`src/rtl/frog_move_encoder_pkg.sv`:
```
// Shared game package: move direction coding and move encoder FSM states.
// These are the same direction constants the frog consumer uses.
package frog_move_encoder_pkg;

  localparam int TIMER_W = 24;
  localparam int NUM_SW  = 4;

  typedef enum logic [1:0] {
    DIR_UP    = 2'd0,
    DIR_DOWN  = 2'd1,
    DIR_LEFT  = 2'd2,
    DIR_RIGHT = 2'd3
  } dir_e;

  typedef enum logic [1:0] {
    IDLE   = 2'd0,
    HOLD   = 2'd1,
    REPEAT = 2'd2
  } move_state_e;

  // Fixed-priority pick among simultaneous presses: up > down > left > right.
  function automatic dir_e pick_dir(input logic [NUM_SW-1:0] press);
    dir_e d;
    if (press[0])      d = DIR_UP;
    else if (press[1]) d = DIR_DOWN;
    else if (press[2]) d = DIR_LEFT;
    else               d = DIR_RIGHT;
    return d;
  endfunction

endpackage

```
`src/rtl/switch_debouncer.sv`:
```
// One-bit switch conditioner: 2-flop synchronizer followed by a
// consecutive-disagreement counter that flips the debounced level.
module switch_debouncer #(
  parameter int DEBOUNCE_CYCLES = 250000
) (
  input  logic clk,
  input  logic reset,
  input  logic raw,
  output logic level
);

  localparam int CNT_W = (DEBOUNCE_CYCLES > 1) ? $clog2(DEBOUNCE_CYCLES) : 1;
  localparam logic [CNT_W-1:0] CNT_LAST = CNT_W'(DEBOUNCE_CYCLES - 1);

  logic             sync0;
  logic             sync1;
  logic [CNT_W-1:0] cnt;

  // Synchronize the raw input, then accept a new level only after it has
  // disagreed with the current one for DEBOUNCE_CYCLES cycles in a row.
  always_ff @(posedge clk) begin
    if (reset) begin
      sync0 <= 1'b0;
      sync1 <= 1'b0;
      cnt   <= '0;
      level <= 1'b0;
    end else begin
      sync0 <= raw;
      sync1 <= sync0;
      if (sync1 != level) begin
        if (cnt == CNT_LAST) begin
          level <= sync1;
          cnt   <= '0;
        end else begin
          cnt <= cnt + CNT_W'(1);
        end
      end else begin
        cnt <= '0;
      end
    end
  end

endmodule

```
`src/rtl/frog_move_encoder.sv`:
```
// Frog move encoder: four debounced buttons turned into a valid/ready
// command stream (one command per press, single-entry, no queue).
// Optional auto-repeat while a button is held: define FROG_AUTO_REPEAT_EN.
module frog_move_encoder
  import frog_move_encoder_pkg::*;
#(
  parameter int DEBOUNCE_CYCLES = 250000,
  parameter int REPEAT_DELAY    = 12500000,
  parameter int REPEAT_PERIOD   = 5000000
) (
  input  logic       clk,
  input  logic       reset,
  input  logic       switch1,
  input  logic       switch2,
  input  logic       switch3,
  input  logic       switch4,
  input  logic       flush,
  input  logic       move_ready,
  output logic       move_valid,
  output logic [1:0] move_dir,
  output logic [3:0] sw_state
);

  localparam int TIMER_MAX = (1 << TIMER_W) - 1;

  if (DEBOUNCE_CYCLES < 1) begin : g_bad_debounce
    $error("DEBOUNCE_CYCLES must be at least 1");
  end
  if (REPEAT_DELAY < 1 || REPEAT_DELAY > TIMER_MAX) begin : g_bad_delay
    $error("REPEAT_DELAY must fit the 24-bit repeat timer");
  end
  if (REPEAT_PERIOD < 1 || REPEAT_PERIOD > TIMER_MAX) begin : g_bad_period
    $error("REPEAT_PERIOD must fit the 24-bit repeat timer");
  end

  logic [NUM_SW-1:0] sw_raw;
  logic [NUM_SW-1:0] sw_prev;
  logic [NUM_SW-1:0] press;
  move_state_e       state;
  move_state_e       state_next;
  dir_e              held;
  dir_e              held_next;
  logic              issue;

  assign sw_raw = {switch4, switch3, switch2, switch1};

  for (genvar i = 0; i < NUM_SW; i++) begin : g_deb
    switch_debouncer #(
      .DEBOUNCE_CYCLES(DEBOUNCE_CYCLES)
    ) u_deb (
      .clk  (clk),
      .reset(reset),
      .raw  (sw_raw[i]),
      .level(sw_state[i])
    );
  end

  // A press is a debounced rising edge; releases are not events.
  assign press = sw_state & ~sw_prev;

`ifdef FROG_AUTO_REPEAT_EN
  // The timer is loaded with N-1 and a command fires when it reads zero,
  // so consecutive commands land exactly N cycles apart.
  localparam logic [TIMER_W-1:0] DELAY_LOAD  = TIMER_W'(REPEAT_DELAY - 1);
  localparam logic [TIMER_W-1:0] PERIOD_LOAD = TIMER_W'(REPEAT_PERIOD - 1);

  logic [TIMER_W-1:0] timer;
  logic [TIMER_W-1:0] timer_next;

  // Repeat timer register.
  always_ff @(posedge clk) begin
    if (reset) timer <= '0;
    else       timer <= timer_next;
  end
`endif

  // FSM state, latched direction and edge-detect history.
  always_ff @(posedge clk) begin
    if (reset) begin
      state   <= IDLE;
      held    <= DIR_UP;
      sw_prev <= '0;
    end else begin
      state   <= state_next;
      held    <= held_next;
      sw_prev <= sw_state;
    end
  end

  // Next-state logic: press starts a hold, release returns to idle, timer fires repeats.
  always_comb begin
    state_next = state;
    held_next  = held;
    issue      = 1'b0;
`ifdef FROG_AUTO_REPEAT_EN
    timer_next = timer;
`endif
    if (flush) begin
      state_next = IDLE;
    end else begin
      case (state)
        IDLE: begin
          if (|press) begin
            state_next = HOLD;
            held_next  = pick_dir(press);
            issue      = 1'b1;
`ifdef FROG_AUTO_REPEAT_EN
            timer_next = DELAY_LOAD;
`endif
          end
        end
        HOLD, REPEAT: begin
          if (!sw_state[held]) begin
            state_next = IDLE;
          end
`ifdef FROG_AUTO_REPEAT_EN
          else if (timer == '0) begin
            state_next = REPEAT;
            issue      = 1'b1;
            timer_next = PERIOD_LOAD;
          end else begin
            timer_next = timer - TIMER_W'(1);
          end
`endif
        end
        default: state_next = IDLE;
      endcase
    end
  end

  // Single-entry command slot: a new command only lands in an empty slot.
  always_ff @(posedge clk) begin
    if (reset) begin
      move_valid <= 1'b0;
      move_dir   <= DIR_UP;
    end else if (flush) begin
      move_valid <= 1'b0;
    end else if (!move_valid && issue) begin
      move_valid <= 1'b1;
      move_dir   <= held_next;
    end else if (move_valid && move_ready) begin
      move_valid <= 1'b0;
    end
  end

endmodule

```
`config.mk`:
```
export PLATFORM = sky130hd
export DESIGN_NAME = frog_move_encoder
export DESIGN_NICKNAME = d
export VERILOG_FILES = /design/src/rtl/frog_move_encoder_pkg.sv /design/src/rtl/switch_debouncer.sv /design/src/rtl/frog_move_encoder.sv
export SDC_FILE = /design/constraint.sdc
export NUM_CORES = 1
export LEC_CHECK = 0
export ABC_AREA = 1
export CAP_MARGIN = 10
export CORE_MARGIN = 2
export CORE_UTILIZATION = 50
export DETAILED_ROUTE_END_ITERATION = 7
export PLACE_DENSITY = 0.7
export SKIP_LAST_GASP = 1
export SLEW_MARGIN = 40
export SYNTH_ARGS = -nofsm -noshare
export SYNTH_HDL_FRONTEND = slang
export SYNTH_SLANG_ARGS = --single-unit
```
`constraint.sdc`:
```
create_clock -name clk -period 1.7 [get_ports clk]
set_clock_uncertainty 0.2 [all_clocks]
set_input_delay 0.34 -clock clk [delete_from_list [all_inputs] [get_ports clk]]
set_output_delay 0.34 -clock clk [all_outputs]
set_load 0.05 [all_outputs]
```
==> flow_summary.json, run 1 <==
{
  "status": "finished, final reports clean",
  "gp_congestion": 0.863,
  "grt_max_degree": 19,
  "cts.sinks": 94,
  "syn_inst": 674,
  "antenna_found_initial": 0,
  "peakVddDrop_uv": 468,
  "period_share_pct": 97.7,
  "path_class": "in -> reg",
  "antenna_cells": 0,
  "cts-htree-levels": 3,
  "hpwl_um": 6620,
  "grt_pass1_wl_um": 15600,
  "vias_per_cell": 4.99,
  "fmax_ghz": 0.602,
  "slew-limit-headroom_pct": 78.2,
  "rsz0062_at_grt": "true",
  "slew_violations": 0,
  "fin_cells": 823,
  "synth_cell_type_count": 30,
  "worst_slew_pin_slew_ns": 0.323,
  "grt_usage_pct": 18.7,
  "r2r_slack_ns": 0.07,
  "dp_cells": 804,
  "mostFrequentLayoutCells": "nand2_1, nor2_1, dfxtp_1, inv_1",
  "post_synth_instance_area_mm2": 0.00469,
  "clk_path_buf_depth": 2,
  "wl_per_cell_um": 11.2,
  "fin_nets": 719,
  "root_buffer": "clkbuf_8",
  "yosysTopAreaCellShare_pct": 40.1,
  "area_growth_pct": 14.2,
  "globalRoute.totalOverflow": 0,
  "ys_ff_latch": 94,
  "die_height_um": 101,
  "crit_path_end_kind": "register",
  "hold_path.class": "reg -> reg",
  "cts-hold-fix-buffers": 0,
  "die_area_mm2": 0.0102,
  "min_period_ns": 1.66,
  "synth.largest_area_cell": "dfxtp_1",
  "finalSetupViolCount": 0,
  "layout-drive-gt1-share_pct": 15.9,
  "critPathArrivalTime_ns": 1.75,
  "cts_tree": "done",
  "syn_nets": 686,
  "postLayoutCoreUtil_pct": 58.5,
  "yosys_warnings": 0,
  "die_w_um": 101,
  "vias": 4104,
  "synthTopCellsByArea": "dfxtp_1, nand2_1, nor2_1, inv_1, a21oi_1",
  "clkLatencyLatePin_ns": 0.36,
  "cap_violations": 0,
  "antenna_left": 0,
  "fillers": 850,
  "start_util_pct": 51.2,
  "core.rowCount": 35,
  "coreArea_mm2": 0.00915,
  "boundaryPins": 15,
  "numCtsBuffers": 9,
  "syn_avg_cell_area_um2": 6.96,
  "port_buffers": 14,
  "hold_viol": 0,
  "wirelength_um": 9250,
  "drcViolationCount": 0,
  "firstDrtPassIters": 5,
  "critical_path_required_ns": 1.79,
  "layout_commonest_cell": "nand2_1",
  "p_leak_nw": 1.70,
  "ys_seq_area_share_pct": 40.1,
  "critPathLaunchType": "primary input",
  "pwr_density_cell_mw_per_mm2": 683,
  "critPathMaxFanout": 9,
  "grt_pass1_vias": 3751,
  "cts.clk_slew.worst_paths_ns": 0.10,
  "drtIter0Drc": 176
}
[routing by layer]
layer,GRT usage (%),part of all wire (%),wire length (um)
met5,0,0,0
met4,5.69,0.98,91
met3,4.09,4.5,420
met2,31.2,46,4280
met1,24.2,48,4460
[logic make-up after synthesis]
family | share of synthesized area (%)
AO/OA/AOI/OAI | 9.71
XOR/XNOR | 3.55
adder cells (fa/ha/maj) | 1.07
buffers and inverters | 9.50
flip-flops | 40.1
AND/OR/NAND/NOR | 36.0
[cell usage after synthesis]
cell type and instances:
nand3_1 40, nor2_4 7, clkbuf_1 1, buf_12 2, nand2_2 11, nor2_2 22
nand2_4 3, dfxtp_1 94, nand3b_1 1, xor2_1 17, buf_6 1, a21oi_1 41
buf_4 6, ha_1 4, inv_2 4, o21ai_0 24, or2_2 3, nor2_1 114
or2_1 3, inv_1 88, or2_0 5, nor3_1 5, o21ai_1 2, a21oi_2 12
nand4_1 14, a21boi_0 1, nand2_1 145, o21a_1 1, xnor2_1 2, nand3_2 1
[critical path, cell delays in order]
cell	delay (ns)
clkdlybuf4s50_1	0.45
inv_2	0.16
buf_12	0.12
o21ai_1	0.09
a21oi_4	0.27
nand2_4	0.18
a21oi_2	0.13
[worst paths after layout]
kind,start,endpoint,depth (start not counted)
setup / recovery,reset,g_deb[0].u_deb.cnt[17],7
hold / removal,g_deb[1].u_deb.sync0,g_deb[1].u_deb.sync1,2
setup reg to reg,g_deb[0].u_deb.cnt[1],g_deb[0].u_deb.cnt[5],8
hold reg to reg,g_deb[1].u_deb.sync0,g_deb[1].u_deb.sync1,2
[registers in the layout (all words and copies together), names as in the netlist]
name	flops
g_deb.u_deb.cnt	72
g_deb.u_deb.level	4
g_deb.u_deb.sync0	4
g_deb.u_deb.sync1	4
held	2
move_dir	2
move_valid	1
state	1
sw_prev	4
[stage by stage]
stage | setup TNS [ns] | power (mW) | hold slack, ns | instance area [um^2] | setup WS, ns
floorplan | 0 | 2.32 | 0.188 | 4690 | 0.0627
global placement | -14.04 | 2.35 | 0.197 | 5060 | -0.262
detailed placement | -16.08 | 2.36 | 0.194 | 5060 | -0.342
CTS | 0 | 3.70 | 0.211 | 5240 | 0.00984
global route | -0.207 | 3.80 | 0.239 | 5360 | -0.0335
finish | 0 | 3.66 | 0.207 | 5360 | 0.0383
[area by class of cell]
| class | instances | area (um^2) | area share [%] |
|---|---|---|---|
| multi-input combinational | 480 | 2470 | 46.1 |
| sequential | 94 | 1880 | 35.2 |
| inverter | 92 | 345 | 6.45 |
| timing repair buffer | 30 | 343 | 6.40 |
| tap | 111 | 139 | 2.59 |
| clock buffer | 10 | 128 | 2.38 |
| clock inverter | 6 | 47.5 | 0.887 |
[timing repair]
action / in CTS / in global routing
setup buffers: 0 / 1
setup endpoints to repair: 0 / 71
gates resized for setup: 0 / 20
[report_power, final]
group / internal [mW] / switching, mW
registers: 2.21 / 0.00653
logic: 0.0417 / 0.0519
clock network: 0.543 / 0.804
(Power assumes the default switching activity.)
==> run 2: changes to the inputs <==
--- a/config.mk
+++ b/config.mk
@@ -7,10 +7,12 @@
 export LEC_CHECK = 0
 export ABC_AREA = 1
 export CAP_MARGIN = 10
+export CELL_PAD_IN_SITES_DETAIL_PLACEMENT = 2
+export CELL_PAD_IN_SITES_GLOBAL_PLACEMENT = 2
 export CORE_MARGIN = 2
-export CORE_UTILIZATION = 50
+export CORE_UTILIZATION = 32
 export DETAILED_ROUTE_END_ITERATION = 7
-export PLACE_DENSITY = 0.7
+export PLACE_DENSITY_LB_ADDON = 0.1
 export SKIP_LAST_GASP = 1
 export SLEW_MARGIN = 40
 export SYNTH_ARGS = -nofsm -noshare
==> run 2 against run 1 <==
Sequential cell count unchanged. Largest cell class unchanged. Register-to-register slack better by 0.02 ns. Count of clock-buffer cells in the layout up 3.
==> flow_summary.json, run 2 (same netlist as run 1, synthesis figures left out) <==
{
  "status": "finished, final reports clean",
  "port_buffers": 14,
  "slew-limit-headroom_pct": 70.9,
  "core.rowCount": 44,
  "cpPeakStageDelay_ns": 0.41,
  "grt_usage_pct": 17.2,
  "antenna_cells": 0,
  "vias_per_cell": 4.76,
  "setup_ws_ns": 0.0805,
  "cell_internal_pwr_mw": 3.78,
  "fmax_ghz": 0.617,
  "grt_pass1_vias": 4644,
  "wl_per_cell_um": 14.7,
  "die_area_mm2": 0.0156,
  "hold_viol": 0,
  "layout_commonest_cell": "nand2_1",
  "p_sw_uw": 946,
  "area_growth_pct": 23.8,
  "antenna_left": 0,
  "critical_path_required_ns": 1.16,
  "critPathMaxFanout": 4,
  "startpoint": "g_deb[1].u_deb.level",
  "clk_path_buf_depth": 2,
  "cap_violations": 0,
  "p_total_mw": 4.73,
  "coreArea_mm2": 0.0144,
  "cp_cell_sequence": "buf_4, buf_12",
  "antenna_found_initial": 0,
  "finalSetupTns_ns": 0,
  "drcViolationCount": 0,
  "fillers": 1678,
  "peakVddDrop_uv": 510,
  "gp_congestion": 0.809,
  "pwr-share-seq_pct": 47.0,
  "mostFrequentLayoutCells": "nand2_1, nor2_1, dfxtp_1, inv_1, a21oi_1",
  "grt_pass1_wl_um": 22300,
  "place_ws_ns": -0.315,
  "r2r_slack_ns": 0.09,
  "cts_tree": "done",
  "netSwitchingFraction_pct": 20.0,
  "pwr_density_cell_mw_per_mm2": 814,
  "cts.clk_slew.worst_paths_ns": 0.07,
  "slew_violations": 0,
  "critPathLaunchType": "register",
  "fin_nets": 731,
  "grt_max_degree": 19,
  "root_buffer": "clkbuf_16",
  "largest_register_ffs": 72,
  "hold_path.class": "in -> reg",
  "layout-drive-gt1-share_pct": 18.5,
  "clkLatencyLatePin_ns": 0.35,
  "wirelength_um": 13400,
  "cts-htree-levels": 3,
  "min_period_ns": 1.62,
  "firstDrtPassIters": 4,
  "start_util_pct": 32.5,
  "postLayoutCoreUtil_pct": 40.3,
  "crit_path_end_kind": "output port",
  "pwr-share-clk_pct": 50.8,
  "drtIter0Drc": 107,
  "regMostFlops": "g_deb.u_deb.cnt",
  "die_height_um": 125,
  "die_w_um": 125,
  "cts.sinks": 94,
  "vias": 4322,
  "p_leak_nw": 1.90,
  "hpwl_um": 9890,
  "critPathArrivalTime_ns": 1.08,
  "numCtsBuffers": 9,
  "worstReg2RegStart": "g_deb[1].u_deb.cnt[0]",
  "p_comb_share_pct": 2.2,
  "period_share_pct": 95.3,
  "cp_slowest_cell": "dfxtp_1",
  "globalRoute.totalOverflow": 0,
  "worstHoldStart": "reset",
  "finalSetupViolCount": 0,
  "boundaryPins": 15,
  "worst_slew_pin_slew_ns": 0.437,
  "path_class": "reg -> out"
}
==> run 2: cell types whose count changed in the layout (fill, tap and decap cells not counted), moves of 4 or more <==
cell / change
buf_4: +9
clkbuf_16: +9
clkbuf_8: -7
nor2_1: -4
nor2_2: +4
o21ai_0: -4
==> run 2: final timing paths <==
| check | endpoint | cells past startpoint |
|---|---|---|
| worst max-delay path | sw_state[1] | 2 |
| worst min-delay path | g_deb[3].u_deb.level | 4 |
| worst max register to register | g_deb[1].u_deb.cnt[12] | 7 |
| worst min register to register | g_deb[3].u_deb.sync1 | 2 |
==> run 2: cell type report <==
class | instances | area, um^2 | area share [%]
inverter | 92 | 348 | 5.99
multi-input combinational | 482 | 2560 | 44.1
clock buffer | 13 | 260 | 4.48
tap | 184 | 230 | 3.96
timing repair buffer | 40 | 433 | 7.46
clock inverter | 3 | 90.1 | 1.55
sequential | 94 | 1890 | 32.5
==> run 2: power by group through the flow <==
stage	Clock, mW	Combinational (mW)	Sequential [mW]
after floorplan	0	0.0510	2.27
after global placement	0	0.0905	2.27
after detailed placement	0	0.0936	2.27
after CTS	2.47	0.0958	2.22
after global routing	2.56	0.119	2.22
final	2.40	0.106	2.22
==> run 2: per-stage QoR <==
step / cells / hold slack [ns] / cell area [um^2]
finish: 908 / 0.198 / 5810
global route: 908 / 0.231 / 5810
CTS: 902 / 0.210 / 5600
detailed placement: 886 / 0.199 / 5220
global placement: 886 / 0.198 / 5220
floorplan: 674 / 0.188 / 4690
==> run 2: critical path: cells and delay by family, from the launching register on <==
| family | cells | cell delay [ns] |
|---|---|---|
| buffers and inverters | 2 | 0.33 |
| flip-flops | 1 | 0.41 |
==> run 2: what timing repair did <==
item	CTS	global route
gates cloned	0	4
setup endpoints to repair	23	79
hold buffers	0	0
pin swaps	0	8
gates resized for setup	4	37
buffers inserted	0	2
==> run 2: layer usage <==
layer / global-route usage, % / up-vias / routed length [um]
met5: 0 / - / 0
met4: 5.88 / 0 / 210
met3: 2.18 / 12 / 239
met2: 29.4 / 32 / 6400
met1: 22.4 / 2076 / 6530
li1: - / 2202 / -
==> run 3: changes to the inputs <==
--- a/config.mk
+++ b/config.mk
@@ -9,6 +9,7 @@
 export CAP_MARGIN = 10
 export CELL_PAD_IN_SITES_DETAIL_PLACEMENT = 2
 export CELL_PAD_IN_SITES_GLOBAL_PLACEMENT = 2
+export CORE_ASPECT_RATIO = 1.1
 export CORE_MARGIN = 2
 export CORE_UTILIZATION = 32
 export DETAILED_ROUTE_END_ITERATION = 7
==> run 3 against run 2 <==
Clock power shrank 14%. Combinational power barely moved. Count of clock-buffer cells in the layout down 2. Critical path depth up 4. Register-to-register slack barely moved.
==> flow_summary.json, run 3 (same netlist as run 1, synthesis figures left out) <==
{
  "die_height_um": 131,
  "pwr_density_cell_mw_per_mm2": 774,
  "met2_usage_pct": 32.4,
  "wl_per_cell_um": 14.7,
  "period_share_pct": 95.6,
  "cpPeakStageDelay_ns": 0.34,
  "grt_pass1_vias": 4649,
  "antenna_found_initial": 0,
  "p_leak_nw": 1.83,
  "clkLatencyLatePin_ns": 0.34,
  "finalSetupViolCount": 0,
  "fin_cells": 909,
  "cts_tree": "done",
  "boundaryPins": 15,
  "drtIter0Drc": 119,
  "regMostFlops": "g_deb.u_deb.cnt",
  "critPathMaxFanout": 5,
  "grt_usage_pct": 17.4,
  "peakVddDrop_uv": 336,
  "slew_violations": 0,
  "multiInputGateArea_mm2": 0.00250,
  "layout-drive-gt1-share_pct": 18.3,
  "cts.clk_slew.worst_paths_ns": 0.06,
  "gr-max-usage-layer": "met2",
  "critical_path_required_ns": 1.77,
  "vias_per_cell": 4.79,
  "regArea_mm2": 0.00189,
  "p_total_mw": 4.39,
  "gp_congestion": 0.797,
  "cap_violations": 0,
  "firstDrtPassIters": 4,
  "grt_max_degree": 19,
  "worst_slew_pin_slew_ns": 0.294,
  "antenna_cells": 0,
  "hold_path.class": "reg -> reg",
  "slew-limit-headroom_pct": 80.2,
  "clk_path_buf_depth": 2,
  "dp_cells": 892,
  "postLayoutCellArea_mm2": 0.00568,
  "mostFrequentLayoutCells": "nand2_1, nor2_1, dfxtp_1, inv_1",
  "layout_commonest_cell": "nand2_1",
  "fmax_ghz": 0.615,
  "die_w_um": 119,
  "fin_nets": 726,
  "largest_register_ffs": 72,
  "core.rowCount": 46,
  "worst_hold_slack_ns": 0.207,
  "drcViolationCount": 0,
  "crit_family": "simple AND/OR/NAND/NOR gates",
  "cp_cell_sequence": "ha_2, nand3_2, nor2_2, nand3_1, or2_1, a21oi_1",
  "rsz0062_at_grt": "true",
  "globalRoute.totalOverflow": 0,
  "critPathArrivalTime_ns": 1.70,
  "crit_path_end_kind": "register",
  "critPathLaunchType": "register",
  "port_buffers": 14,
  "hold_viol": 0,
  "crit_buf_inv": 0,
  "wirelength_um": 13400,
  "finalSetupTns_ns": 0,
  "area_growth_pct": 21.1,
  "die_area_mm2": 0.0156,
  "use_met3_pct": 2.21,
  "antenna_left": 0,
  "coreArea_mm2": 0.0144,
  "start_util_pct": 32.6,
  "vias": 4355,
  "met1_usage_pct": 20.5,
  "cts-htree-levels": 3,
  "status": "finished, final reports clean",
  "path_class": "reg -> reg",
  "root_buffer": "clkbuf_16",
  "place_area_mm2": 0.00522,
  "grt_pass1_wl_um": 21900,
  "hpwl_um": 9910,
  "cp_slowest_cell": "dfxtp_1",
  "numCtsBuffers": 9,
  "cts.sinks": 94,
  "min_period_ns": 1.62,
  "fillers": 1708
}
## run 3: layer usage
metal  up-vias  part of all wire, %
met4         0                  1.5
met2        26                   52
met1      2134                   45
met3        13                  1.5
li1       2182                    -
met5         -                    0
## run 3: power by group
part | internal [mW] | switching, mW | leakage [nW]
clock network | 1.21 | 0.866 | 0.140
registers | 2.21 | 0.00748 | 0.761
logic | 0.0460 | 0.0574 | 0.924
## run 3: path summary, 6_finish.rpt
check                      endpoint  cells past startpoint  slack (ns)                  start
min reg2reg    g_deb[0].u_deb.sync1                      2        0.21   g_deb[0].u_deb.sync0
min            g_deb[0].u_deb.sync1                      2        0.21   g_deb[0].u_deb.sync0
max          g_deb[3].u_deb.cnt[14]                      6        0.08  g_deb[3].u_deb.cnt[1]
max reg2reg  g_deb[3].u_deb.cnt[14]                      6        0.08  g_deb[3].u_deb.cnt[1]
## run 3: worst reg2reg max path, delay by kind of cell, from the launching register on
family | cells | cell delay [ns]
AO/OA/AOI/OAI | 1 | 0.13
adder cells (fa/ha/maj) | 1 | 0.20
AND/OR/NAND/NOR | 4 | 0.69
flip-flops | 1 | 0.34
## run 3: per-stage QoR
stage	utilization (%)	setup WS, ns
after CTS	38.5	0.00496
after global routing	39.5	-0.0545
final	39.5	0.0752
after floorplan	-	0.0627
after global placement	36.3	-0.228
after detailed placement	36.3	-0.332
## run 3: cell type report
| cell class | instances | share of cell area, % |
|---|---|---|
| Sequential cell | 94 | 33.3 |
| Clock buffer | 11 | 4.45 |
| Multi-Input combinational cell | 480 | 44.0 |
| Inverter | 92 | 6.13 |
| Timing Repair Buffer | 37 | 7.18 |
| Tap cell | 192 | 4.23 |
| Clock inverter | 3 | 0.793 |
## run 3: timing repair
| action | CTS | global route |
|---|---|---|
| hold buffers | 0 | 0 |
| pin swaps | 0 | 6 |
| gates cloned | 0 | 2 |
| endpoints found under the setup margin | 12 | 73 |
| buffers inserted | 0 | 1 |
| gates resized for setup | 4 | 33 |
